**config.mk**
```make
export PLATFORM = sky130hd
export DESIGN_NAME = uart_rx
export DESIGN_NICKNAME = d
export VERILOG_FILES = /design/src/rtl/uart_pkg.sv /design/src/rtl/uart_rx_sync.sv /design/src/rtl/uart_rx.sv
export SDC_FILE = /design/constraint.sdc
export NUM_CORES = 1
export LEC_CHECK = 0
export CAP_MARGIN = 25
export CELL_PAD_IN_SITES_DETAIL_PLACEMENT = 0
export CELL_PAD_IN_SITES_GLOBAL_PLACEMENT = 1
export CORE_ASPECT_RATIO = 1.25
export CORE_UTILIZATION = 44
export DETAILED_ROUTE_END_ITERATION = 8
export PLACE_DENSITY = 0.78
export SYNTH_ARGS = -nofsm -noshare
export SYNTH_HDL_FRONTEND = slang
export SYNTH_SLANG_ARGS = --single-unit
```
**constraint.sdc**
```tcl
create_clock -name clk -period 2.25 [get_ports clk]
set_input_delay 0.3375 -clock clk [delete_from_list [all_inputs] [get_ports clk]]
set_output_delay 0.3375 -clock clk [all_outputs]
set_load 0.02 [all_outputs]
```
**src/rtl/uart_pkg.sv**
```systemverilog
// Shared UART definitions: receiver FSM states, mid-bit tick helper, counter width helper.
package uart_pkg;

  typedef enum logic [2:0] {
    IDLE,
    START,
    DATA,
    STOP,
    BRK
  } rx_state_e;

  // Centre tick of a bit period for a given oversampling ratio.
  function automatic int unsigned mid_of(input int unsigned oversample);
    return oversample / 2;
  endfunction

  localparam int unsigned OVERSAMPLE_DFLT = 16;
  localparam int unsigned MID             = mid_of(OVERSAMPLE_DFLT);

  // Width of a counter that must hold 0..n-1.
  function automatic int unsigned cnt_width(input int unsigned n);
    return (n <= 2) ? 1 : $clog2(n);
  endfunction

endpackage

```
**src/rtl/uart_rx_sync.sv**
```systemverilog
// Two-flop synchroniser for an asynchronous idle-high line; both flops reset to 1.
//   clk : sampling clock
//   rst : asynchronous active-low reset
//   d   : asynchronous input
//   q   : synchronised output
module uart_rx_sync (
  input  logic clk,
  input  logic rst,
  input  logic d,
  output logic q
);

  logic meta;

  always_ff @(posedge clk or negedge rst) begin
    if (!rst) begin
      meta <= 1'b1;
      q    <= 1'b1;
    end else begin
      meta <= d;
      q    <= meta;
    end
  end

endmodule

```
**src/rtl/uart_rx.sv**
```systemverilog
// UART receiver, 8N1 by default, LSB first, 3-sample majority vote around mid-bit.
//   clk       : system clock
//   rst       : asynchronous active-low reset
//   en_rx     : one-cycle tick at OVERSAMPLE x baud
//   rxd       : asynchronous serial line, idle high
//   rx_data   : received byte, stable while rx_valid
//   rx_valid  : holding register full
//   rx_ready  : consumer accepts rx_data when rx_valid & rx_ready
//   frame_err : one-cycle pulse, stop bit voted low
//   overrun   : one-cycle pulse, byte completed while holding register full
//   busy      : receiver not idle
module uart_rx
  import uart_pkg::*;
#(
  parameter int unsigned OVERSAMPLE = 16,
  parameter int unsigned DATA_BITS  = 8
) (
  input  logic                 clk,
  input  logic                 rst,
  input  logic                 en_rx,
  input  logic                 rxd,
  output logic [DATA_BITS-1:0] rx_data,
  output logic                 rx_valid,
  input  logic                 rx_ready,
  output logic                 frame_err,
  output logic                 overrun,
  output logic                 busy
);

  localparam int unsigned TW       = cnt_width(OVERSAMPLE);
  localparam int unsigned BW       = cnt_width(DATA_BITS);
  localparam int unsigned MID_TICK = mid_of(OVERSAMPLE);

  localparam logic [TW-1:0] T_LAST = TW'(OVERSAMPLE - 1);
  localparam logic [TW-1:0] T_LO   = TW'(MID_TICK - 1);
  localparam logic [TW-1:0] T_MID  = TW'(MID_TICK);
  localparam logic [TW-1:0] T_HI   = TW'(MID_TICK + 1);
  localparam logic [BW-1:0] B_LAST = BW'(DATA_BITS - 1);

  rx_state_e            state_q, state_d;
  logic [TW-1:0]        tick_q, tick_d;
  logic [BW-1:0]        bit_q, bit_d;
  logic [1:0]           win_q, win_d;
  logic [DATA_BITS-1:0] shreg_q, shreg_d;
  logic [DATA_BITS-1:0] data_d;
  logic                 valid_d, ferr_d, ovr_d, busy_d;
  logic                 rxs, vote;

  uart_rx_sync u_sync (
    .clk (clk),
    .rst (rst),
    .d   (rxd),
    .q   (rxs)
  );

  // The window holds the samples from MID-1 and MID; the third sample is rxs itself at MID+1.
  assign vote = (win_q[1] & win_q[0]) | (win_q[1] & rxs) | (win_q[0] & rxs);

  // Next-state, counters, vote window, shift register and holding register.
  always_comb begin
    state_d = state_q;
    tick_d  = tick_q;
    bit_d   = bit_q;
    win_d   = win_q;
    shreg_d = shreg_q;
    data_d  = rx_data;
    valid_d = rx_valid & ~rx_ready;
    ferr_d  = 1'b0;
    ovr_d   = 1'b0;

    if (en_rx) begin
      case (state_q)
        IDLE: begin
          if (!rxs) begin
            state_d = START;
            tick_d  = TW'(1);
          end
        end
        BRK: begin
          if (rxs) begin
            state_d = IDLE;
            tick_d  = '0;
          end
        end
        default: begin
          tick_d = (tick_q == T_LAST) ? '0 : tick_q + TW'(1);
          if (tick_q == T_LO || tick_q == T_MID) begin
            win_d = {win_q[0], rxs};
          end
          if (tick_q == T_HI) begin
            case (state_q)
              START: begin
                if (vote) begin
                  state_d = IDLE;
                  tick_d  = '0;
                end else begin
                  state_d = DATA;
                  bit_d   = '0;
                end
              end
              DATA: begin
                shreg_d = {vote, shreg_q[DATA_BITS-1:1]};
                bit_d   = bit_q + BW'(1);
                if (bit_q == B_LAST) begin
                  state_d = STOP;
                end
              end
              STOP: begin
                tick_d = '0;
                if (vote) begin
                  state_d = IDLE;
                  // A byte consumed in this same cycle frees the register for the new one.
                  if (!rx_valid || rx_ready) begin
                    data_d  = shreg_q;
                    valid_d = 1'b1;
                  end else begin
                    ovr_d = 1'b1;
                  end
                end else begin
                  state_d = BRK;
                  ferr_d  = 1'b1;
                end
              end
              default: ;
            endcase
          end
        end
      endcase
    end

    busy_d = (state_d != IDLE);
  end

  // State and output registers.
  always_ff @(posedge clk or negedge rst) begin
    if (!rst) begin
      state_q   <= IDLE;
      tick_q    <= '0;
      bit_q     <= '0;
      win_q     <= '0;
      shreg_q   <= '0;
      rx_data   <= '0;
      rx_valid  <= 1'b0;
      frame_err <= 1'b0;
      overrun   <= 1'b0;
      busy      <= 1'b0;
    end else begin
      state_q   <= state_d;
      tick_q    <= tick_d;
      bit_q     <= bit_d;
      win_q     <= win_d;
      shreg_q   <= shreg_d;
      rx_data   <= data_d;
      rx_valid  <= valid_d;
      frame_err <= ferr_d;
      overrun   <= ovr_d;
      busy      <= busy_d;
    end
  end

endmodule

```
---- Word-level counts from Yosys, hierarchy flattened ----
Cells that the tools add are included.
storage, ports and cells
  flip-flop bits (word level) ............. 34
  RAM bits ................................ 0
  bits of input ports ..................... 5
  output and inout port bits .............. 12
  memory bits (read-only) ................. 0
  latch bits .............................. 0
  memories ................................ 0
  word-level logic and storage cells ...... 81
cells by class
  add/sub/neg operators ................... 2
  mux-type cells .......................... 35
  multiply operators ...................... 0
  shift operators ......................... 0
  equal/unequal tests ..................... 12
  bitwise operators ....................... 8
  div/mod/pow operators ................... 0
  order comparisons ....................... 0
  reductions and logical operators ........ 12
operators with widths
  operator                                               count
  2-to-1 mux 3 bit                                       7
  2-to-1 mux 4 bit                                       5
  2-to-1 mux 1 bit                                       17
  one-hot mux 4 bit (2 select lines)                     2
  equality test 4 bit, second input constant             3
  one-hot mux 3 bit (2 select lines)                     2
  one-hot mux 3 bit (3 select lines)                     1
  equality test 3 x 2 -> 1 bit, second input constant    2
  equality test 3 bit, second input constant             2
  AND reduction 3 bit                                    2
  AND reduction 6 bit                                    1
  AND reduction 5 bit                                    1
  adder 4 x 1 -> 4 bit, second input constant            1
  AND 1 bit                                              4
  equality test 4 x 3 -> 1 bit, second input constant    1
  inequality test 2 bit, second input constant           2
  AND reduction 4 bit                                    1
  adder 3 x 1 -> 3 bit, second input constant            1
  equality test 3 x 1 -> 1 bit, second input constant    1
  zero test 3 bit                                        1
  nonzero test 3 bit                                     1
  logical OR 1 bit                                       2
  2-to-1 mux 2 bit                                       1
  inequality test 2 x 1 -> 1 bit, second input constant  1
  other kinds (5)                                        7

---- Depth between registers and ports, before layout ----
Gate-level depths: netlist of run 1.
  depth after elaboration ................. 9
  gate-level depth with buffers ........... 7
  depth with buffers taken out ............ 6

---- Cells and area by module ----
A second synthesis of run 1 with hierarchy kept.
second synthesis, totals
  cell total of the unflattened synthesis .. 122
  area total of the unflattened synthesis .. 1605.3 µm²
modules (own cells, without submodules)
  module        cells each  sequential area each (µm²)  area an instance (µm²)  instances
  uart_rx       120         800.8                       1552.7                  1
  uart_rx_sync  2           52.6                        52.6                    1

---- Least setup slack after synthesis of run 1 ----
Ideal clock, no wire load.
  path type ............................... reg2reg
  from .................................... register tick_q[1]
  to ...................................... register rx_data[0]
  buffers on the path ..................... 1
  library setup time ...................... 125 ps
  clock period less this slack ............ 1730 ps
  setup slack ............................. 520 ps
  stages on the path, launching flop included .. 8
  required time ........................... 2125 ps
  data arrival time ....................... 1606 ps
  cell sequence ........................... dfrtp_1 -> inv_1 -> ha_1 -> and4bb_2 -> nand4_1 -> nor2b_1 -> buf_4 -> mux2_2
on the way
  word-level cells in the longest chain between the ends .. 2
RTL lines
  what                                  line            text
  from (decl)                           uart_rx.sv:41   logic [TW-1:0] tick_q, tick_d;
  from (signal assigned)                uart_rx.sv:149  tick_q <= tick_d;
  equality test 4 bit                   uart_rx.sv:90   if (tick_q == T_HI) begin
  AND reduction 6 bit (no source line)  n/a
  to (signal assigned)                  uart_rx.sv:153  rx_data <= data_d;
  to (decl)                             uart_rx.sv:22   output logic [DATA_BITS-1:0] rx_data,
No other way between the ends.
A chain may end at the register's enable or synchronous reset.

---- Worst setup path in the final report of run 1 ----
  from .................................... register tick_q[1]
  to ...................................... register rx_data[3]
The elaborated chain is that of the path after synthesis.

==> results.py, run 1 <==
metrics = {
    "clock_tree": {
        "cts_root_buf": "clkbuf_8",
        "hold_buffers": 0,
        "clkSinkCount": 34,
        "h-tree-depth": 2,
        "ctsLongestPathBuffers": 2,
        "ctsResizeCount": 0,
        "numCtsBuffers": 5,
        "cts_setup_buffers": 0,
        "cts_tree": "yes",
        "clock_latency_ns": 0.28,
        "clkTransAtPathRegs_ns": 0.07,
    },
    "floorplanning": {
        "core-area_um2": 3483,
        "die_y_um": 69.30,
        "num_io_pins": 17,
        "die_area_um2": 3869,
        "row_count": 24,
        "die_w_um": 55.84,
        "initial_utilization_pct": 45.76,
    },
    "sta": {
        "whs_ns": 0.3590,
        "finalCriticalPeriod_ns": 1.930,
        "setup-tns-final_ns": 0,
        "final-setup-viol-count": 0,
        "slew_violations": 0,
        "rsz0062_at_grt": "false",
        "worst_pin_slew_ns": 0.6412,
        "hold_viol": 0,
        "fmax_mhz": 518.1,
        "clock_skew_ns": 0.004451,
        "fin_crit_sh_pct": 85.78,
        "slew_headroom_pct": 57.12,
    },
    "global_routing": {
        "antenna_found_initial": 0,
        "grt_usage_pct": 16.47,
        "grt_max_degree": 23,
        "grt_pass1_vias": 1105,
        "grt-ovfl-total": 0,
        "grt_first_pass_wirelength_um": 4981,
    },
    "placed_design": {
        "placed_area_um2": 1800,
        "port_buffers": 16,
        "dp_cells": 185,
        "dp_hpwl_um": 2121,
        "gp_congestion": 0.8002,
    },
    "pwr": {
        "clkPwrFrac_pct": 25.2,
        "power.density_nw_per_um2": 876.5,
        "p_leak_nw": 0.8671,
        "internal_power_mw": 1.108,
        "power_switching_share_pct": 32.73,
        "netSwitchingPower_mw": 0.5392,
        "seq_power_share_pct": 49.9,
        "comb_power_share_pct": 24.9,
        "ir_worst_vdd_v": 0.0006125,
    },
    "synth": {
        "synthSimpleGateAreaFrac_pct": 14.21,
        "synthCells": 133,
        "synthesis.area_um2": 1594,
        "avgSynthCellArea_um2": 11.99,
        "synthesis.nets": 143,
        "synth_mux_area_share_pct": 14.84,
        "synth_top_family_by_area": "multiplexers",
        "synth_compound_area_share_pct": 8.006,
        "synth_fa_ha_area_share_pct": 4.631,
        "synth_warnings": 0,
        "yosysSeqAreaShare_pct": 53.53,
        "yosys.area_share.xor_xnor_pct": 0.5495,
        "synth_cell_types": 41,
        "synth_seq_cells": 34,
    },
    "worst_setup_path": {
        "cp-start-kind": "flop",
        "arrival_ns": 2.09,
        "crit_path_max_fanout": 8,
        "required_ns": 2.41,
        "critPathKind": "flop to flop",
        "cp-end-kind": "flop",
    },
    "route": {
        "vias": 1043,
        "first_iter_violations": 29,
        "vias_per_cell": 5.432,
        "post_drt_wl_per_cell_um": 14.93,
        "drtAntennaViolNets": 0,
        "drt_pass1_iterations": 4,
        "remaining_drc_errors": 0,
        "finalWirelength_um": 2866,
    },
    "layout": {
        "mostFrequentLayoutCells": "32 x dfrtp_1, 16 x clkdlybuf4s50_1, 12 x mux2_2, 10 x nand2_1, 7 x nor2_1",
        "design_area_um2": 1879,
        "final_nets": 163,
        "num_antenna_cells": 0,
        "syn_to_final_growth_pct": 17.90,
        "final_common_cell": "dfrtp_1",
        "final_cell_count_no_fill": 192,
        "drive_gt1_share_pct": 24.18,
    },
    "status": {
        "outcome": "finished clean",
    },
    "run": {
        "drv_cap": 0,
    },
    "worst_hold_path": {
        "hp-class": "flop to flop",
    },
}
## power groups by stage
stage / Combinational, mW / Sequential [mW] / Clock [mW]
after detailed placement: 0.413 / 0.828 / 0
after CTS: 0.413 / 0.818 / 0.428
after floorplan: 0.349 / 0.779 / 0
after global placement: 0.403 / 0.826 / 0
final: 0.410 / 0.822 / 0.415
after global routing: 0.464 / 0.840 / 0.457
## cells in the mapped netlist (all sizes together)
cell type  count  share of area, %
ha             5               3.9
a21o           1              0.47
o22ai          1              0.39
clkbuf         3              0.71
dfstp          2               3.3
maj3           1              0.71
nor3           2              0.63
buf            4               2.1
nand3          5               1.6
o21ai          5               1.6
nand2         10               2.4
and3           1              0.71
nand2b         3               1.3
o211ai         1              0.47
a31oi          3               1.2
nand4          3               1.2
a221o          1              0.63
or2            1              0.39
or4b           1              0.63
and4bb         1              0.78
a21oi          2              0.63
o31ai          1              0.47
a221oi         3               1.6
mux2          19                15
inv            6               1.4
dfrtp         32                50
nor2           8               2.0
a211o          1              0.55
and2           2              0.78
nor3b          1              0.47
xnor2          1              0.55
nor2b          1              0.39
nor4           1              0.39
and3b          1              0.55
## routing by layer
layer	wire, um	up-vias	track usage (%)
met5	0	-	0
met4	20	0	5.691
met3	93	2	5.224
met2	1486	19	28.11
met1	1266	518	19.49
li1	-	504	-
## logic make-up after synthesis
family,count (synthesis)
AO/OA/AOI/OAI,19
adder cells (fa/ha/maj),6
multiplexers,19
buffers and inverters,13
flip-flops,34
XOR/XNOR,1
AND/OR/NAND/NOR,41
## worst paths after layout
check | from | endpoint | slack (ns) | cells past startpoint
worst max register to register | tick_q[1] | rx_data[3] | 0.32 | 7
min in group asynchronous | rst | rx_valid | 0.46 | 1
worst max-delay path | tick_q[1] | rx_data[3] | 0.32 | 7
worst min-delay path | u_sync.meta | u_sync.q | 0.36 | 0
worst min register to register | u_sync.meta | u_sync.q | 0.36 | 0
max in group asynchronous | rst | bit_q[2] | 1.26 | 2
## flip-flops by register name (all words and copies together), names as in the netlist, 2 cells and up
register	flops
rx_data	8
shreg_q	8
tick_q	4
bit_q	3
state_q	3
win_q	2
## worst max-delay path: stages, from the launching register on
cell and delay [ns]:
dfrtp_1 0.43, inv_1 0.10, ha_1 0.15, and4bb_2 0.31, nand4_1 0.17, nor2b_1 0.14, buf_4 0.18, mux2_2 0.34
## metrics by stage
step           worst slack, ns  power, mW  utilization [%]
2_1_floorplan           0.5196      1.129                -
3_3_place_gp            0.3313      1.229            51.69
3_5_place_dp            0.3132      1.241            51.69
4_1_cts                 0.3061      1.659            53.95
5_1_grt                 0.1671      1.761            53.95
6_report                0.3200      1.647            53.95
## cell type report
class | count | area (um2)
clock buffers | 5 | 68.82
flip-flops and latches | 34 | 853.3
multi-input cells | 86 | 673.1
fillers | 308 | 1604
inverters | 6 | 22.52
clock inverters | 2 | 10.01
repair buffers | 20 | 202.7
well taps | 39 | 48.80
Power figures use the tool's default switching activity.
==> run 2: changes to the inputs <==
--- a/config.mk
+++ b/config.mk
@@ -9,9 +9,10 @@
 export CELL_PAD_IN_SITES_DETAIL_PLACEMENT = 0
 export CELL_PAD_IN_SITES_GLOBAL_PLACEMENT = 1
 export CORE_ASPECT_RATIO = 1.25
-export CORE_UTILIZATION = 44
+export CORE_UTILIZATION = 40
 export DETAILED_ROUTE_END_ITERATION = 8
-export PLACE_DENSITY = 0.78
+export PLACE_DENSITY = 0.72
+export SETUP_SLACK_MARGIN = 0.4
 export SYNTH_ARGS = -nofsm -noshare
 export SYNTH_HDL_FRONTEND = slang
 export SYNTH_SLANG_ARGS = --single-unit
==> run 2 against run 1 <==
Net effect:
- utilization is 0.30 points higher
- global-route usage is 0.41 points lower
- via count is 5.7% higher
- worst setup slack better by 0.14 ns
- cell count is 12% higher
- die area is 9.7% higher
- wire length is 4.4% higher
- register-to-register slack better by 0.14 ns
- clock skew is 0.0050 ns higher
- combinational power is 29% higher
- clock power is 62% higher
- critical path type unchanged
- largest cell class unchanged
- largest power group unchanged
==> results.py, run 2 (same netlist as run 1, synthesis figures left out) <==
metrics = {
    "pwr": {
        "comb_power_share_pct": 26.3,
        "seq_power_share_pct": 40.2,
        "ir_worst_vdd_v": 0.0004719,
        "netSwitchingPower_mw": 0.5938,
        "internal_power_mw": 1.410,
        "clkPwrFrac_pct": 33.5,
        "power_switching_share_pct": 29.63,
        "p_total_mw": 2.004,
        "p_leak_nw": 0.9340,
        "power.density_nw_per_um2": 976.1,
    },
    "layout": {
        "design_area_um2": 2053,
        "final_cell_count_no_fill": 215,
        "mostFrequentLayoutCells": "31 x dfrtp_1, 16 x clkdlybuf4s50_1, 14 x mux2_4, 10 x nand2_1, 10 x buf_4",
        "syn_to_final_growth_pct": 28.81,
        "final.fill_count": 330,
        "final_nets": 170,
        "num_antenna_cells": 0,
        "final_common_cell": "dfrtp_1",
        "drive_gt1_share_pct": 30.43,
        "largest_registers": "rx_data: 8 flops, shreg_q: 8 flops, tick_q: 4 flops",
    },
    "route": {
        "remaining_drc_errors": 0,
        "finalWirelength_um": 2991,
        "drtAntennaViolNets": 0,
        "vias_per_cell": 5.126,
        "vias": 1102,
        "first_iter_violations": 43,
        "post_drt_wl_per_cell_um": 13.91,
        "drt_pass1_iterations": 4,
    },
    "worst_hold_path": {
        "hold_path_depth": 0,
        "hp-class": "flop to flop",
    },
    "floorplanning": {
        "row_count": 25,
        "initial_utilization_pct": 42.12,
        "num_io_pins": 17,
        "core-area_um2": 3785,
        "die_w_um": 58.46,
        "die_area_um2": 4243,
        "die_y_um": 72.58,
    },
    "sta": {
        "fin_crit_sh_pct": 79.51,
        "finalCriticalPeriod_ns": 1.789,
        "fmax_mhz": 559.0,
        "whs_ns": 0.3587,
        "clock_skew_ns": 0.009420,
        "slew_violations": 0,
        "worst_pin_slew_ns": 0.4495,
        "hold_viol": 0,
        "final-setup-viol-count": 0,
        "setup-tns-final_ns": 0,
        "slew_headroom_pct": 69.76,
        "rsz0062_at_grt": "true",
    },
    "worst_setup_path": {
        "critPathKind": "flop to flop",
        "arrival_ns": 1.96,
        "cp_slowest_cell": "dfrtp_1",
        "crit_path_max_fanout": 8,
        "required_ns": 2.42,
        "r2r_cells": 7,
        "cp-end-kind": "flop",
        "critPathMaxStageDelay_ns": 0.39,
        "crit_chain": "inv_2, ha_4, and4bb_4, nand4_1, nor2b_1, buf_6, mux2_4",
        "crit_buf_inv": 2,
        "crit_family": "simple AND/OR/NAND/NOR gates",
        "cp-start-kind": "flop",
        "critical_path_depth": 7,
    },
    "placed_design": {
        "port_buffers": 16,
        "gp_congestion": 0.7356,
        "dp_cells": 200,
        "dp_hpwl_um": 1977,
        "placed_area_um2": 1807,
    },
    "global_routing": {
        "grt_usage_pct": 16.06,
        "grt_first_pass_wirelength_um": 5037,
        "antenna_found_initial": 0,
        "grt-ovfl-total": 0,
        "grt_max_degree": 35,
        "grt_pass1_vias": 1085,
    },
    "clock_tree": {
        "ctsLongestPathBuffers": 2,
        "cts_root_buf": "clkbuf_8",
        "clkSinkCount": 34,
        "numCtsBuffers": 5,
        "cts_tree": "yes",
        "h-tree-depth": 2,
        "hold_buffers": 0,
        "clkTransAtPathRegs_ns": 0.07,
        "clock_latency_ns": 0.29,
    },
    "run": {
        "drv_cap": 0,
    },
    "status": {
        "outcome": "finished clean",
    },
}
==> run 2: changes by cell type in the layout (fill, tap and decap cells not counted), moves of 2 or more <==
| cell | previous run | this run |
|---|---|---|
| clkinv_2 | 2 | 0 |
| mux2_4 | 6 | 14 |
| bufinv_16 | 0 | 2 |
| buf_4 | 3 | 10 |
| mux2_2 | 12 | 5 |
==> run 2: per-layer routing <==
layer	vias up	GRT usage, %	share of wire [%]
li1	526	-	-
met1	550	18.64	43
met3	7	5.496	3.5
met4	0	7.937	2.6
met5	-	0	0
met2	19	26.31	51
==> run 2: final timing paths <==
| check | startpoint | to | slack (ns) |
|---|---|---|---|
| setup / recovery | tick_q[1] | rx_data[6] | 0.46 |
| hold / removal | u_sync.meta | u_sync.q | 0.36 |
| setup reg to reg | tick_q[1] | rx_data[6] | 0.46 |
| hold reg to reg | u_sync.meta | u_sync.q | 0.36 |
| max in group asynchronous | rst | u_sync.meta | 1.45 |
| min in group asynchronous | rst | shreg_q[1] | 0.46 |
==> run 2: area by class of cell <==
| cell class | count | area [um2] | share of cell area (%) |
|---|---|---|---|
| multi-input cells | 86 | 724.4 | 35.28 |
| clock buffers | 5 | 68.82 | 3.352 |
| inverters | 6 | 22.52 | 1.097 |
| repair buffers | 27 | 246.5 | 12.00 |
| flip-flops and latches | 34 | 854.6 | 41.62 |
| clock inverters | 3 | 68.82 | 3.352 |
| well taps | 54 | 67.56 | 3.291 |
==> run 2: power groups by stage <==
| stage | logic (mW) | registers, mW | clock network [mW] |
|---|---|---|---|
| after global routing | 0.589 | 0.819 | 0.715 |
| final | 0.527 | 0.805 | 0.672 |
| after CTS | 0.494 | 0.797 | 0.690 |
| after detailed placement | 0.421 | 0.821 | 0 |
| after global placement | 0.413 | 0.819 | 0 |
| after floorplan | 0.349 | 0.779 | 0 |
==> run 2: metrics by stage <==
step | util, % | setup WS, ns
detailed placement | 47.74 | 0.3090
CTS | 52.30 | 0.3792
global route | 54.25 | 0.3625
global placement | 47.74 | 0.3361
finish | 54.25 | 0.4611
floorplan | - | 0.5196
==> run 2: repair_timing <==
item,in CTS,in global routing
setup endpoints to repair,10,16
setup buffers,4,3
hold endpoints to repair,0,0
gates resized for setup,2,13
pin swaps,2,1
